**src/rtl/fetch_pc_control_pkg.sv**
```systemverilog
// Shared fetch-stage constants: FSM encodings, halt instruction word and
// the sequential PC increment, plus a small state-decoding helper.
package fetch_pc_control_pkg;

    // FSM encodings, visible to the debug unit through o_state
    localparam logic [1:0] ST_IDLE = 2'b00;
    localparam logic [1:0] ST_RUN  = 2'b01;
    localparam logic [1:0] ST_STEP = 2'b10;
    localparam logic [1:0] ST_HALT = 2'b11;

    // Instruction encoding that stops fetch
    localparam logic [31:0] HALT_WORD_DEF = 32'hFFFF_FFFF;

    // Byte distance between consecutive instruction words
    localparam int unsigned PC_INC = 4;

    // A fetch cycle is any cycle spent in RUN or STEP
    function automatic logic is_fetch_state(input logic [1:0] st);
        return (st == ST_RUN) || (st == ST_STEP);
    endfunction

endpackage

```
**src/rtl/fetch_pc_control_if.sv**
```systemverilog
// Bundle between the fetch PC controller and its surroundings (debug unit,
// hazard unit, branch/jump resolution and instruction memory).
interface fetch_pc_control_if #(
    parameter int NBITS = 32
);
    logic             i_run;
    logic             i_step;
    logic             i_restart;
    logic             i_stall;
    logic             i_branch;
    logic [NBITS-1:0] i_branch_target;
    logic             i_jump;
    logic [NBITS-1:0] i_jump_target;
    logic [NBITS-1:0] i_instruction;
    logic [NBITS-1:0] o_pc;
    logic [NBITS-1:0] o_pc_plus4;
    logic             o_instr_valid;
    logic             o_halted;
    logic [1:0]       o_state;

    // Side that issues requests and consumes the PC (debug unit, memory, bench)
    modport master (
        output i_run, i_step, i_restart, i_stall,
        output i_branch, i_branch_target, i_jump, i_jump_target,
        output i_instruction,
        input  o_pc, o_pc_plus4, o_instr_valid, o_halted, o_state
    );

    // Fetch PC controller side
    modport slave (
        input  i_run, i_step, i_restart, i_stall,
        input  i_branch, i_branch_target, i_jump, i_jump_target,
        input  i_instruction,
        output o_pc, o_pc_plus4, o_instr_valid, o_halted, o_state
    );
endinterface

```
**src/rtl/fetch_pc_control_pc_next_sel.sv**
```systemverilog
// Combinational next-PC selection for a fetch cycle:
// branch > stall (hold) > jump > sequential PC+4.
module pc_next_sel
    import fetch_pc_control_pkg::*;
#(
    parameter int NBITS = 32
) (
    input  logic [NBITS-1:0] pc_i,
    input  logic             branch_i,
    input  logic [NBITS-1:0] branch_target_i,
    input  logic             stall_i,
    input  logic             jump_i,
    input  logic [NBITS-1:0] jump_target_i,
    output logic [NBITS-1:0] pc_next_o,
    output logic [NBITS-1:0] pc_plus4_o
);

    // Word alignment mask: redirect targets always land on a word boundary
    localparam logic [NBITS-1:0] ALIGN_MASK = ~NBITS'(3);

    // Sequential address, wrapping naturally modulo 2^NBITS
    assign pc_plus4_o = pc_i + NBITS'(PC_INC);

    // Priority mux; a taken branch overrides even a stall
    always_comb begin
        pc_next_o = pc_plus4_o;
        if (branch_i) begin
            pc_next_o = branch_target_i & ALIGN_MASK;
        end else if (stall_i) begin
            pc_next_o = pc_i;
        end else if (jump_i) begin
            pc_next_o = jump_target_i & ALIGN_MASK;
        end
    end

endmodule

```
**src/rtl/fetch_pc_control.sv**
```systemverilog
// Fetch PC controller: IDLE/RUN/STEP/HALT FSM driven by the debug unit,
// PC register with redirect handling, and halt-word detection on the
// word returned by instruction memory.
module fetch_pc_control
    import fetch_pc_control_pkg::*;
#(
    parameter int               NBITS     = 32,
    parameter logic [NBITS-1:0] PC_RESET  = '0,
    parameter logic [NBITS-1:0] HALT_WORD = NBITS'(HALT_WORD_DEF)
) (
    input  logic                i_clk,
    input  logic                i_rst_n,
    fetch_pc_control_if.slave   bus
);

    logic [1:0]       state_q, state_d;
    logic [NBITS-1:0] pc_q, pc_d;
    logic [NBITS-1:0] pc_plus4_q, pc_plus4_d;
    logic             valid_q, valid_d;

    logic [NBITS-1:0] pc_next;
    logic [NBITS-1:0] pc_seq;
    logic             fetch_cycle;
    logic             halt_hit;

    pc_next_sel #(
        .NBITS(NBITS)
    ) u_pc_next_sel (
        .pc_i            (pc_q),
        .branch_i        (bus.i_branch),
        .branch_target_i (bus.i_branch_target),
        .stall_i         (bus.i_stall),
        .jump_i          (bus.i_jump),
        .jump_target_i   (bus.i_jump_target),
        .pc_next_o       (pc_next),
        .pc_plus4_o      (pc_seq)
    );

    assign fetch_cycle = is_fetch_state(state_q);

    // The word on i_instruction is only meaningful while valid is set
    assign halt_hit = valid_q && (bus.i_instruction == HALT_WORD) && (state_q != ST_HALT);

    // Next-state logic: restart beats everything, HALT freezes, a halt word
    // beats the fetch that would otherwise retire this edge
    always_comb begin
        state_d    = state_q;
        pc_d       = pc_q;
        pc_plus4_d = pc_plus4_q;
        valid_d    = 1'b0;
        if (bus.i_restart) begin
            state_d = ST_IDLE;
            pc_d    = PC_RESET;
        end else if (state_q == ST_HALT) begin
            state_d = ST_HALT;
        end else if (halt_hit) begin
            // The fetch already in flight behind the halt word is dropped
            state_d = ST_HALT;
        end else begin
            case (state_q)
                ST_IDLE: begin
                    if (bus.i_run) begin
                        state_d = ST_RUN;
                    end else if (bus.i_step) begin
                        state_d = ST_STEP;
                    end
                end
                ST_STEP: state_d = ST_IDLE;
                default: state_d = state_q;
            endcase
            if (fetch_cycle) begin
                pc_d       = pc_next;
                pc_plus4_d = pc_seq;
                valid_d    = 1'b1;
            end
        end
    end

    // State and PC registers with asynchronous reset
    always_ff @(posedge i_clk or negedge i_rst_n) begin
        if (!i_rst_n) begin
            state_q    <= ST_IDLE;
            pc_q       <= PC_RESET;
            pc_plus4_q <= '0;
            valid_q    <= 1'b0;
        end else begin
            state_q    <= state_d;
            pc_q       <= pc_d;
            pc_plus4_q <= pc_plus4_d;
            valid_q    <= valid_d;
        end
    end

    assign bus.o_pc          = pc_q;
    assign bus.o_pc_plus4    = pc_plus4_q;
    assign bus.o_instr_valid = valid_q;
    assign bus.o_halted      = (state_q == ST_HALT);
    assign bus.o_state       = state_q;

endmodule
```
**src/flat_wrapper.sv**
```systemverilog
// flat-port wrapper written by rule: the top's interface ports become plain ports
module fetch_pc_control_flat import fetch_pc_control_pkg::*;
#(
    parameter int               NBITS     = 32,
    parameter logic [NBITS-1:0] PC_RESET  = '0,
    parameter logic [NBITS-1:0] HALT_WORD = NBITS'(HALT_WORD_DEF)
)
  (i_clk, i_rst_n, bus_i_run, bus_i_step, bus_i_restart, bus_i_stall, bus_i_branch, bus_i_branch_target, bus_i_jump, bus_i_jump_target, bus_i_instruction, bus_o_pc, bus_o_pc_plus4, bus_o_instr_valid, bus_o_halted, bus_o_state);
  fetch_pc_control_if #(.NBITS(NBITS)) bus_i ();
  input  logic i_clk;
  input  logic i_rst_n;
  input wire logic [$bits(bus_i.i_run)-1:0] bus_i_run;
  input wire logic [$bits(bus_i.i_step)-1:0] bus_i_step;
  input wire logic [$bits(bus_i.i_restart)-1:0] bus_i_restart;
  input wire logic [$bits(bus_i.i_stall)-1:0] bus_i_stall;
  input wire logic [$bits(bus_i.i_branch)-1:0] bus_i_branch;
  input wire logic [$bits(bus_i.i_branch_target)-1:0] bus_i_branch_target;
  input wire logic [$bits(bus_i.i_jump)-1:0] bus_i_jump;
  input wire logic [$bits(bus_i.i_jump_target)-1:0] bus_i_jump_target;
  input wire logic [$bits(bus_i.i_instruction)-1:0] bus_i_instruction;
  output wire logic [$bits(bus_i.o_pc)-1:0] bus_o_pc;
  output wire logic [$bits(bus_i.o_pc_plus4)-1:0] bus_o_pc_plus4;
  output wire logic [$bits(bus_i.o_instr_valid)-1:0] bus_o_instr_valid;
  output wire logic [$bits(bus_i.o_halted)-1:0] bus_o_halted;
  output wire logic [$bits(bus_i.o_state)-1:0] bus_o_state;
  assign bus_i.i_run = bus_i_run;
  assign bus_i.i_step = bus_i_step;
  assign bus_i.i_restart = bus_i_restart;
  assign bus_i.i_stall = bus_i_stall;
  assign bus_i.i_branch = bus_i_branch;
  assign bus_i.i_branch_target = bus_i_branch_target;
  assign bus_i.i_jump = bus_i_jump;
  assign bus_i.i_jump_target = bus_i_jump_target;
  assign bus_i.i_instruction = bus_i_instruction;
  assign bus_o_pc = bus_i.o_pc;
  assign bus_o_pc_plus4 = bus_i.o_pc_plus4;
  assign bus_o_instr_valid = bus_i.o_instr_valid;
  assign bus_o_halted = bus_i.o_halted;
  assign bus_o_state = bus_i.o_state;
  fetch_pc_control #(.NBITS(NBITS), .PC_RESET(PC_RESET), .HALT_WORD(HALT_WORD)) u_core (.i_clk(i_clk), .i_rst_n(i_rst_n), .bus(bus_i));
endmodule
```
**config.mk**
```make
export PLATFORM = sky130hd
export DESIGN_NAME = fetch_pc_control_flat
export DESIGN_NICKNAME = d
export VERILOG_FILES = /design/src/rtl/fetch_pc_control_pkg.sv /design/src/rtl/fetch_pc_control_if.sv /design/src/rtl/fetch_pc_control_pc_next_sel.sv /design/src/rtl/fetch_pc_control.sv /design/src/flat_wrapper.sv
export SDC_FILE = /design/constraint.sdc
export NUM_CORES = 1
export LEC_CHECK = 0
export CORE_UTILIZATION = 46
export DETAILED_ROUTE_END_ITERATION = 10
export GPL_TIMING_DRIVEN = 0
export PLACE_DENSITY_LB_ADDON = 0.12
export SLEW_MARGIN = 20
export SYNTH_ARGS = -nofsm -noshare
export SYNTH_HDL_FRONTEND = slang
export SYNTH_HIERARCHICAL = 1
export SYNTH_SLANG_ARGS = --single-unit
```
**constraint.sdc**
```tcl
create_clock -name i_clk -period 3.1 [get_ports i_clk]
set_input_delay 0.93 -clock i_clk [delete_from_list [all_inputs] [get_ports i_clk]]
set_output_delay 0.93 -clock i_clk [all_outputs]
set_load 0.1 [all_outputs]
```
; Word level (Yosys, flattened, before mapping)
; Cells that the tools add are included.
[op_classes]
n_addsub = 1
eq_ne = 9
muxes = 17
bitwise_logic = 3
n_reduce_logical = 9
[op_table]
columns = op, count
row1 = 32-bit 2-to-1 mux, 7
row2 = "32-bit by 3-bit adder with 32-bit output, second input constant", 1
row3 = "32-bit == test, second input constant", 1
row4 = 2-bit 2-to-1 mux, 5
row5 = 4-bit AND reduction, 2
row6 = "2-bit != test, second input constant", 3
row7 = "6-bit by 5-bit != test with 1-bit output, second input constant", 1
row8 = 5-bit nonzero test, 1
row9 = "2-bit == test, second input constant", 2
row10 = 1-bit 2-to-1 mux, 4
row11 = 2-bit case mux with 2 select lines, 1
row12 = "3-bit by 2-bit != test with 1-bit output, second input constant", 1
row13 = 1-bit NOT, 3
row14 = "2-bit by 1-bit == test with 1-bit output, second input constant", 1
row15 = 1-bit logical AND, 2
row16 = 2-bit logical NOT, 1
row17 = 2-bit AND reduction, 1
row18 = 2-bit nonzero test, 1
row19 = 1-bit logical OR, 1
[totals]
reg_bits = 67
in_bits = 104
output_inout_bits = 68
wordCells = 43

; Depth between registers and ports, before layout
[logic_depth]
word_depth = 8
ltp_mapped = 9
ltp_nobuf = 8

; By module
; The synthesis kept the hierarchy.
[modules_own_cells]
columns = mod, instances, cells_per_inst, area_each_um2, seq_area_each_um2
row1 = fetch_pc_control, 1, 237, 3066.7, 1676.6
row2 = pc_next_sel, 1, 260, 1616.6, 0.0

; Least setup slack after synthesis
; Ideal clock, no wire load.
[synth_timing]
kind = reg-to-reg
from = reg u_core.state_q[1] (netlist: u_core/bus.o_state[1])
to = reg u_core.pc_plus4_q[10] (netlist: u_core/bus.o_pc_plus4[10])
setup_ns = 0.126
arrival_time_ns = 2.818
required_time_ns = 2.974
setup_slack_ns = 0.156
stages_incl_launch_ff = 6
n_path_buf = 1
synth_period_minus_slack_ns = 2.944
path_cell_list = dfrtp_1 > ha_1 > a31oi_1 > nand3b_2 > buf_4 > mux2_2
[synth_between]
word_cells_on_any_way = 9
cone_classes = eq/ne (4) / bitwise (2) / reduce/logical (3)
[synth_lines]
columns = item, line
row1 = from (decl), fetch_pc_control.sv:16  ; logic [1:0] state_q, state_d;
row2 = from (signal assigned), fetch_pc_control.sv:87  ; state_q <= state_d;
row3 = 2-bit == test, --
row4 = net bus_o_halted, flat_wrapper.sv:24  ; output wire logic [$bits(bus_i.o_halted)-1:0] bus_o_halted;
row5 = 1-bit NOT (no line), --
row6 = 4-bit AND reduction (no line), --
row7 = to (signal assigned), fetch_pc_control.sv:89  ; pc_plus4_q <= pc_plus4_d;
row8 = to (decl), fetch_pc_control.sv:18  ; logic [NBITS-1:0] pc_plus4_q, pc_plus4_d;
; The timed path passes the listed nets, and every way through them passes these cells.
; A chain may end at the register's enable or synchronous reset.

; Worst setup path after layout
[layout_timing]
from = reg u_core.state_q[1] (netlist: u_core/bus.o_state[1])
to = out bus_o_halted
[layout_between]
elab_chain_cells = 1
[layout_rtl]
columns = item, line
row1 = 2-bit == test, fetch_pc_control.sv:97  ; assign bus.o_halted = (state_q == ST_HALT);
row2 = to (decl), flat_wrapper.sv:24
; Every way passes these cells.

==> results_dict.tcl <==
set metrics [dict create \
    clock_path_buffers 2 \
    rsz0062_at_grt "no" \
    initial_core_util_pct 47.7 \
    finalClockSkew_ns 0.00600 \
    dr.first_iter.drc_count 273 \
    via_count 4708 \
    grt_pass1_wl_um 24000 \
    gr-total-overflow 0 \
    drive_above_1_share_pct 11.0 \
    power_frac_seq_pct 28.4 \
    final_antenna_net_count 0 \
    grt_pass1_vias 4774 \
    cts_hold_buf 0 \
    fp.dieH_um 103 \
    clock.fmax_mhz 330 \
    path_class "reg2out" \
    cp-start-kind "register" \
    grt_max_degree 37 \
    layout.nets 782 \
    nFillCells 813 \
    endpoint_kind "output pin" \
    finalCritPeriodShare_pct 97.7 \
    die_x_um 103 \
    multi_input_area_mm2 0.00272 \
    netlist_area_mm2 0.00468 \
    crit_required_ns 2.17 \
    p_sw_share_pct 47.7 \
    p_leak_uw 0.00274 \
    synth_area_leaders "dfrtp_1, nand2b_1, mux2_2" \
    slew_headroom_pct 32.7 \
    p_per_area_mw_per_mm2 596 \
    first_pass_iters 5 \
    synth_cell_type_count 52 \
    area_growth_pct 43.7 \
    status "finished clean" \
    cts-htree-levels 3 \
    synth_ff_type "dfrtp_1" \
    maxCapViolCount 0 \
    finalSetupTns_ns 0 \
    antenna_cells 0 \
    port_buffers 165 \
    worstHoldPathType "reg2reg" \
    cts_made_buffers 9 \
    synthCells 497 \
    slew_violations 0 \
    synth_top_area_share_pct 35.8 \
    critical_path_peak_fanout 5 \
    yosys.area.top_type "dfrtp_1" \
    worst_slew_pin_slew_ns 1.01 \
    rows 36 \
    fin_util_pct 68.5 \
    avgRoutedWirePerCell_um 19.3 \
    yosys_warnings 6 \
    synth_edf_count 0 \
    finalCriticalPeriod_ns 3.03 \
    antenna_found_initial 0 \
    cts-root-buf "clkbuf_8" \
    synth_seq_cells 67 \
    core_mm2 0.00982 \
    clk_pin_slew_ns 0.07 \
    cts_setup_buffers 0 \
    crit_arrival_ns 2.10 \
    syn_area_per_cell_um2 9.42 \
    seqCellArea_mm2 0.00168 \
    hold_ws_ns 0.506 \
    vias_per_cell 5.80 \
    p_comb_share_pct 51.8 \
    dp_hpwl_um 11600 \
    yosysSeqAreaShare_pct 35.8 \
    pwr-share-clk_pct 19.8 \
    ys_async_sr_fraction_pct 100 \
    intPower_uw 2100 \
    track_usage_pct 30.1 \
    wirelength_um 15700 \
    gp_congestion 0.856 \
    synthesis.nets 605 \
    io_pins 172 \
    finalHoldViolCount 0 \
    setup-violations-final 0 \
    die_area_mm2 0.0106 \
    ir_worst_vdd_mv 0.409 \
    clkLatencyLatePin_ns 0.35 \
    drt_drc_violations_left 0 \
    cts_tree "yes" \
    p_sw_uw 1920 \
    cts_sinks 67 \
]
[layout by cell type, fill, tap and decap left out, drive strengths merged, types with 4 or more instances in the layout]
cell           instances
xor2                   8
nor4                   8
ha                     4
buf                   13
a2bb2oi                8
nor2                  32
nand3                 13
a211oi                 5
xnor2                 16
o21ai                 14
clkinv                 5
o21ba                  4
nand2b                66
dfrtp                 67
a22oi                  7
nand4                 16
o22ai                  8
clkdlybuf4s50        164
inv                   15
a221oi                 8
nor3                   7
mux2i                 33
mux2                  34
and4                   4
a21oi                 15
or2                    6
nand2                 21
clkbuf                39
a31oi                  6
a221o                 11
[cells in the mapped netlist (4+ instances only)]
cell        n
a21oi_1    15
buf_4       5
a31oi_1     6
nand3_1    12
a221oi_1    8
nor4_1      7
nor3_1      5
a221o_1    11
mux2i_1    33
a22oi_1     7
dfrtp_1    67
o21ai_0    14
inv_1      15
nand2_1    21
xnor2_1    16
or2_2       4
o22ai_1     8
nand2b_1   66
mux2_2     34
nor2_1     32
and4_1      4
nand4_1    16
clkbuf_1   28
xor2_1      8
a2bb2oi_1   8
a211oi_1    5
ha_1        4
[per-layer routing]
| layer | wire, um | GRT usage, % |
|---|---|---|
| met2 | 7480 | 51.1 |
| met1 | 6460 | 37.8 |
| met3 | 1420 | 5.49 |
| met4 | 334 | 12.1 |
| met5 | 0 | 0 |
[power groups by stage]
stage               combinational [uW]  clock [uW]  sequential [uW]
finish                            2080         796             1140
global route                      2150         843             1160
CTS                               2080         804             1140
detailed placement                2070           0             1150
global placement                  2050           0             1150
floorplan                          490           0             2150
[final timing paths]
| kind | start | to | slack [ns] | cells past startpoint |
|---|---|---|---|---|
| min reg2reg | u_core/bus.o_pc_plus4[22]$_DFFE_PN0P_ | u_core/bus.o_pc_plus4[22]$_DFFE_PN0P_ | 0.51 | 1 |
| min in group asynchronous | i_rst_n | u_core/bus.o_pc[23]$_DFFE_PN0P_ | 0.54 | 1 |
| max in group asynchronous | i_rst_n | u_core/bus.o_pc[8]$_DFFE_PN0P_ | 2.01 | 2 |
| max reg2reg | u_core/bus.o_pc[4]$_DFFE_PN0P_ | u_core/bus.o_pc[25]$_DFFE_PN0P_ | 0.32 | 8 |
| max | u_core/bus.o_state[1]$_DFFE_PN0P_ | bus_o_halted | 0.07 | 2 |
| min | u_core/bus.o_pc_plus4[22]$_DFFE_PN0P_ | u_core/bus.o_pc_plus4[22]$_DFFE_PN0P_ | 0.51 | 1 |
[sequential cells by signal, indices dropped and copies added (netlist names)]
name and cells:
u_core/bus.o_state 2, u_core/bus.o_pc_plus4 32, u_core/bus.o_pc 32, u_core/bus.o_instr_valid 1
[layout make-up]
type	count	share of cell area (%)
plain buffers	40	3.50
multi-input cells	374	40.3
clock inverters	6	1.19
well taps	133	2.47
clock buffers	10	1.90
flip-flops and latches	67	24.9
inverters	16	0.892
repair buffers	166	24.8
[cells by family after synthesis]
group / count (synthesis) / share of synthesized area [%]
AND/OR/NAND/NOR: 183 / 22.2
AO/OA/AOI/OAI: 96 / 14.9
multiplexers: 67 / 15.2
flip-flops: 67 / 35.8
buffers and inverters: 56 / 6.28
XOR/XNOR: 24 / 4.49
adder cells (fa/ha/maj): 4 / 1.07
[what timing repair did]
action,CTS,global route
hold endpoints to repair,0,0
gates resized for setup,0,2
endpoints found under the setup margin,0,16
[critical path: stages (launching register included)]
cell and delay (ns):
dfrtp_1 0.42, ha_1 0.20, clkdlybuf4s50_1 1.14
[through the flow]
stage                     setup WS (ns)  instances  cell area, um2  total power, uW
after floorplan                   0.156        497            4680             2640
final                            0.0705        812            6730             4010
after global routing            0.00340        812            6730             4150
after CTS                        0.0224        812            6730             4020
after detailed placement         -0.332        796            6520             3220
after global placement            -1.32        795            6500             3200
No activity file was read; power rests on OpenSTA's default activity.
